### src/rtl/ascon_round_ctrl.sv
// ascon_round_ctrl: round sequencer for the ASCON permutation datapath.
// Takes a 6/8/12-round request, pulses a state load, then steps the
// round-constant index UNROLL rounds per cycle and reports completion.
// Optional macro ASCON_ROUND_CTRL_ABORT_EN adds an i_abort input that
// returns the controller to IDLE from any busy or done state.
module ascon_round_ctrl #(
   parameter int UNROLL        = 1,
   parameter int NB_ROUNDS_MAX = 12
) (
   input  logic       clock,
   input  logic       reset_n,
   input  logic       i_start_valid,
   output logic       o_start_ready,
   input  logic [3:0] i_num_rounds,
`ifdef ASCON_ROUND_CTRL_ABORT_EN
   input  logic       i_abort,
`endif
   output logic       o_state_load,
   output logic       o_round_en,
   output logic [3:0] o_round_idx,
   output logic       o_busy,
   output logic       o_done_valid,
   output logic       o_done_error,
   input  logic       i_done_ready
);

   generate
      if (UNROLL != 1 && UNROLL != 2) begin : g_bad_unroll
         $error("ascon_round_ctrl: UNROLL must be 1 or 2");
      end
      if (NB_ROUNDS_MAX != 12) begin : g_bad_table
         $error("ascon_round_ctrl: NB_ROUNDS_MAX must be 12");
      end
   endgenerate

   localparam logic [3:0] IDX_STEP = 4'(UNROLL);
   localparam logic [3:0] IDX_END  = 4'd12;

   typedef enum logic [1:0] {IDLE, LOAD, RUN, DONE} state_t;

   state_t     state_q, state_d;
   logic [3:0] round_idx_q, round_idx_d;
   logic       state_load_q, state_load_d;
   logic       round_en_q, round_en_d;
   logic       busy_q, busy_d;
   logic       done_valid_q, done_valid_d;
   logic       done_error_q, done_error_d;
   logic       start_hs;
   logic       legal_cnt;
   logic       last_round;
   logic       abort_req;

   // Next-state, index and registered-output computation.
   always_comb begin
      state_d      = state_q;
      round_idx_d  = round_idx_q;
      done_error_d = done_error_q;
`ifdef ASCON_ROUND_CTRL_ABORT_EN
      abort_req    = i_abort;
`else
      abort_req    = 1'b0;
`endif
      start_hs   = i_start_valid && (state_q == IDLE);
      legal_cnt  = (i_num_rounds == 4'd6) || (i_num_rounds == 4'd8) ||
                   (i_num_rounds == 4'd12);
      // Index only steps in whole UNROLL strides, so the final stride lands exactly on 12.
      last_round = (round_idx_q + IDX_STEP) == IDX_END;

      case (state_q)
         IDLE: begin
            // Abort wins over a simultaneous request.
            if (start_hs && !abort_req) begin
               if (legal_cnt) begin
                  state_d     = LOAD;
                  round_idx_d = IDX_END - i_num_rounds;
               end else begin
                  state_d      = DONE;
                  done_error_d = 1'b1;
               end
            end
         end
         LOAD: state_d = RUN;
         RUN: begin
            if (last_round) state_d = DONE;
            else            round_idx_d = round_idx_q + IDX_STEP;
         end
         DONE: begin
            if (i_done_ready) begin
               state_d      = IDLE;
               done_error_d = 1'b0;
            end
         end
         default: state_d = IDLE;
      endcase

      if (abort_req && state_q != IDLE) begin
         state_d      = IDLE;
         round_idx_d  = 4'd0;
         done_error_d = 1'b0;
      end

      // Strobes reflect the state being entered, so they are valid from a flop.
      state_load_d = (state_d == LOAD);
      round_en_d   = (state_d == RUN);
      busy_d       = (state_d == LOAD) || (state_d == RUN);
      done_valid_d = (state_d == DONE);
   end

   // State and registered outputs; reset aborts everything immediately.
   always_ff @(posedge clock or negedge reset_n) begin
      if (!reset_n) begin
         state_q      <= IDLE;
         round_idx_q  <= 4'd0;
         state_load_q <= 1'b0;
         round_en_q   <= 1'b0;
         busy_q       <= 1'b0;
         done_valid_q <= 1'b0;
         done_error_q <= 1'b0;
      end else begin
         state_q      <= state_d;
         round_idx_q  <= round_idx_d;
         state_load_q <= state_load_d;
         round_en_q   <= round_en_d;
         busy_q       <= busy_d;
         done_valid_q <= done_valid_d;
         done_error_q <= done_error_d;
      end
   end

   assign o_start_ready = (state_q == IDLE);
   assign o_state_load  = state_load_q;
   assign o_round_en    = round_en_q;
   assign o_round_idx   = round_idx_q;
   assign o_busy        = busy_q;
   assign o_done_valid  = done_valid_q;
   assign o_done_error  = done_error_q;

endmodule

### config.mk
export PLATFORM = sky130hd
export DESIGN_NAME = ascon_round_ctrl
export DESIGN_NICKNAME = d
export VERILOG_FILES = /design/src/rtl/ascon_round_ctrl.sv
export SDC_FILE = /design/constraint.sdc
export NUM_CORES = 1
export LEC_CHECK = 0
export CAP_MARGIN = 30
export CORE_UTILIZATION = 35
export DETAILED_ROUTE_END_ITERATION = 16
export HOLD_SLACK_MARGIN = 0.12
export PLACE_DENSITY = 0.63
export SYNTH_ARGS = -nofsm -noshare
export SYNTH_HDL_FRONTEND = slang
export SYNTH_SLANG_ARGS = --single-unit
### constraint.sdc
create_clock -name clock -period 1.8 [get_ports clock]
set_input_delay 0.45 -clock clock [delete_from_list [all_inputs] [get_ports clock]]
set_output_delay 0.45 -clock clock [all_outputs]
set_load 0.05 [all_outputs]
==> impl_metrics.ini <==
[power_and_ir_drop]
power_mw = 1.69
leakagePower_nw = 0.495
ir_worst_vdd_uv = 857
powerDensity_mw_per_mm2 = 1760

[yosys]
synth-compound-area-share_pct = 16.5
syn_nets = 78
ys_seq_elements = 11
ys.flop_type = dfrtp_1
syn_inst = 64
synth_top_area_share_pct = 42.8
muxShareOfSynthArea_pct = 3.31
synth_edf_count = 0
yosysMostFrequentCell = dfrtp_1
synth_common_cells = dfrtp_1 (11), inv_1 (9), nand2_1 (8)
synthXorXnorAreaFrac_pct = 2.72
synth_simple_gate_area_share_pct = 16.5
synth_top_cell_by_area = dfrtp_1
yosysSeqAreaShare_pct = 42.8
avgSynthCellArea_um2 = 10.0
async_flop_share_pct = 100
synth_top_family_by_area = compound AO/OA/AOI/OAI gates
yosys-top-cells-area = dfrtp_1 (43%), ha_1 (12%), inv_1 (5.3%)
synth_fa_ha_area_share_pct = 11.7
syn-cell-area_um2 = 643
yosysWarnings = 0
synthDistinctLibCells = 26

[critical_path]
r2r_setup_slack_ns = 0.16
critPathKind = input pin to flip-flop
r2r-end = o_done_valid$_DFF_PN0_
rr_startpoint = o_round_idx[0]$_DFFE_PN0P_
required_ns = 1.95
crit_fanout = 2
crit_path_start_kind = input pin
r2r_cells = 6
endpoint_kind = flip-flop
crit_arrival_ns = 1.92

[clock_network]
postCtsSetupBuffers = 0
cts_root_buf = clkbuf_4
ctsHoldBuffers = 0
numCtsBuffers = 3
path_clk_slew_ns = 0.07
insertion_delay_ns = 0.27
clock_sinks = 11
h-tree-depth = 1
clockBufferDepth = 2
tritoncts = done

[final_layout]
syn2layout_area_growth_pct = 48.8
drive_gt1_share_pct = 37.0
fill_cells = 172
multi_input_area_um2 = 354
antenna_cells = 0
seq_area_um2 = 278
final_core_util_pct = 55.4
final_nets = 107

[route]
drc = 0
viasPerCell = 4.79
first_iter_violations = 11
wl_per_cell_um = 12.0
vias = 560
routed_wl_um = 1400
postRouteAntennaNets = 0
drtPass1Iterations = 4

[global_route]
grt_pass1_vias = 557
grt-ovfl-total = 0
track_usage_pct = 16.5
grt_pass1_wl_um = 2370
grt_max_degree = 12
antenna_found_initial = 0

[floorplanning]
die_w_um = 44.9
die-area_mm2 = 0.00201
start_util_pct = 37.2
floorplan.rows = 15
ioPinCount = 18
die_h_um = 44.9
core_mm2 = 0.00173

[job]
cap_violations = 0

[sta]
period_needed_ns = 1.77
worst_slew_pin_slew_ns = 0.496
hold_viol_final = 0
relSlewSlack_pct = 66.8
fin_crit_sh_pct = 98.2
clock_skew_ns = 0.00356
fmax_mhz = 566
setup_viol = 0
slew_violations = 0

[placed_design]
port_buffers = 17
hpwl_um = 1130
globalplace.congestion = 0.883

[hold_path]
hold_class = input pin to async pin

[outcome]
status = completed
[stage by stage]
step | hold WS, ns | setup WS [ns] | instance area (um2) | std cells | setup TNS (ns)
floorplan | 0.154 | 0.00425 | 648 | 64 | 0
global placement | 0.508 | -0.440 | 897 | 113 | -3.24
detailed placement | 0.525 | -0.464 | 897 | 113 | -3.48
CTS | 0.526 | 0.0171 | 927 | 117 | 0
global route | 0.552 | -0.00950 | 957 | 117 | -0.00996
finish | 0.513 | 0.0332 | 957 | 117 | 0
[power breakdown]
group          leakage (nW)  switching, mW  internal (mW)
Clock                0.0177         0.0845         0.0822
Combinational         0.350          0.632          0.413
Sequential            0.128          0.117          0.361
[what timing repair did]
item | CTS | global route
endpoints found under the setup margin | 7 | 2
pin swaps | 3 | 2
gates resized for setup | 5 | 6
[per-layer routing]
| metal | share of wire [%] | global-route usage, % |
|---|---|---|
| met4 | 0.50 | 3.64 |
| met3 | 4.0 | 6.00 |
| met5 | 0 | 0 |
| met1 | 41 | 18.7 |
| met2 | 54 | 29.7 |
[kinds of logic after synthesis]
group	Yosys count
fa+ha+maj	6
xor+xnor	2
flops	11
mux	2
buf+inv	11
simple gates	20
compound gates	12
[cells in the final DEF (no fill, tap or decap)]
cell type,instances
o221a_2,1
o22a_1,1
a2111o_1,1
a22oi_1,1
nand2_1,8
clkdlybuf4s15_1,1
clkbuf_4,3
mux2i_1,1
and3b_1,1
a311oi_2,1
ha_4,2
nor2_1,4
dlygate4sd2_1,1
nor2b_1,1
clkdlybuf4s50_1,3
mux2_2,1
nand2b_1,1
buf_6,1
o31ai_1,1
o22ai_1,1
nor2_2,1
ha_1,4
o21ai_0,2
clkinv_2,1
buf_4,17
dfrtp_2,2
nand3_1,2
a222oi_1,1
o21ai_2,1
o311a_1,1
nand3b_4,1
and2_0,1
xor2_1,2
dfrtp_1,9
inv_1,8
dlymetal6s2s_1,2
inv_2,1
buf_12,1
[final cells by class]
| type | count | area share [%] |
|---|---|---|
| Clock buffer | 3 | 2.35 |
| Multi-Input combinational cell | 42 | 37.0 |
| Timing Repair Buffer | 26 | 24.3 |
| Inverter | 9 | 3.53 |
| Tap cell | 25 | 3.27 |
| Clock inverter | 1 | 0.523 |
| Sequential cell | 11 | 29.0 |
[worst max path at each step]
stage	startpoint	end	slack [ns]	cells after the start
2_1_floorplan	i_num_rounds[0]	o_round_idx[1]$_DFFE_PN0P_	0.004	6
6_report	i_num_rounds[0]	o_round_idx[1]$_DFFE_PN0P_	0.03	7
3_5_place_dp	i_num_rounds[1]	o_round_idx[3]$_DFFE_PN0P_	-0.46	6
5_1_grt	i_num_rounds[0]	o_round_idx[3]$_DFFE_PN0P_	-0.009	7
3_3_place_gp	i_num_rounds[1]	o_round_idx[3]$_DFFE_PN0P_	-0.44	6
4_1_cts	i_num_rounds[3]	o_round_idx[3]$_DFFE_PN0P_	0.02	5
[registers in the layout (all words and copies together) (netlist names)]
| name | count |
|---|---|
| o_busy | 1 |
| o_done_error | 1 |
| o_done_valid | 1 |
| o_round_en | 1 |
| o_round_idx | 4 |
| o_state_load | 1 |
| state_q | 2 |
[worst max-delay path, stage by stage]
cell and delay (ns):
dlygate4sd2_1 0.25, inv_2 0.10, ha_4 0.15, nand3b_4 0.07, a2111o_1 0.46, o21ai_2 0.10
mux2_2 0.35
Power figures use the tool's default switching activity.
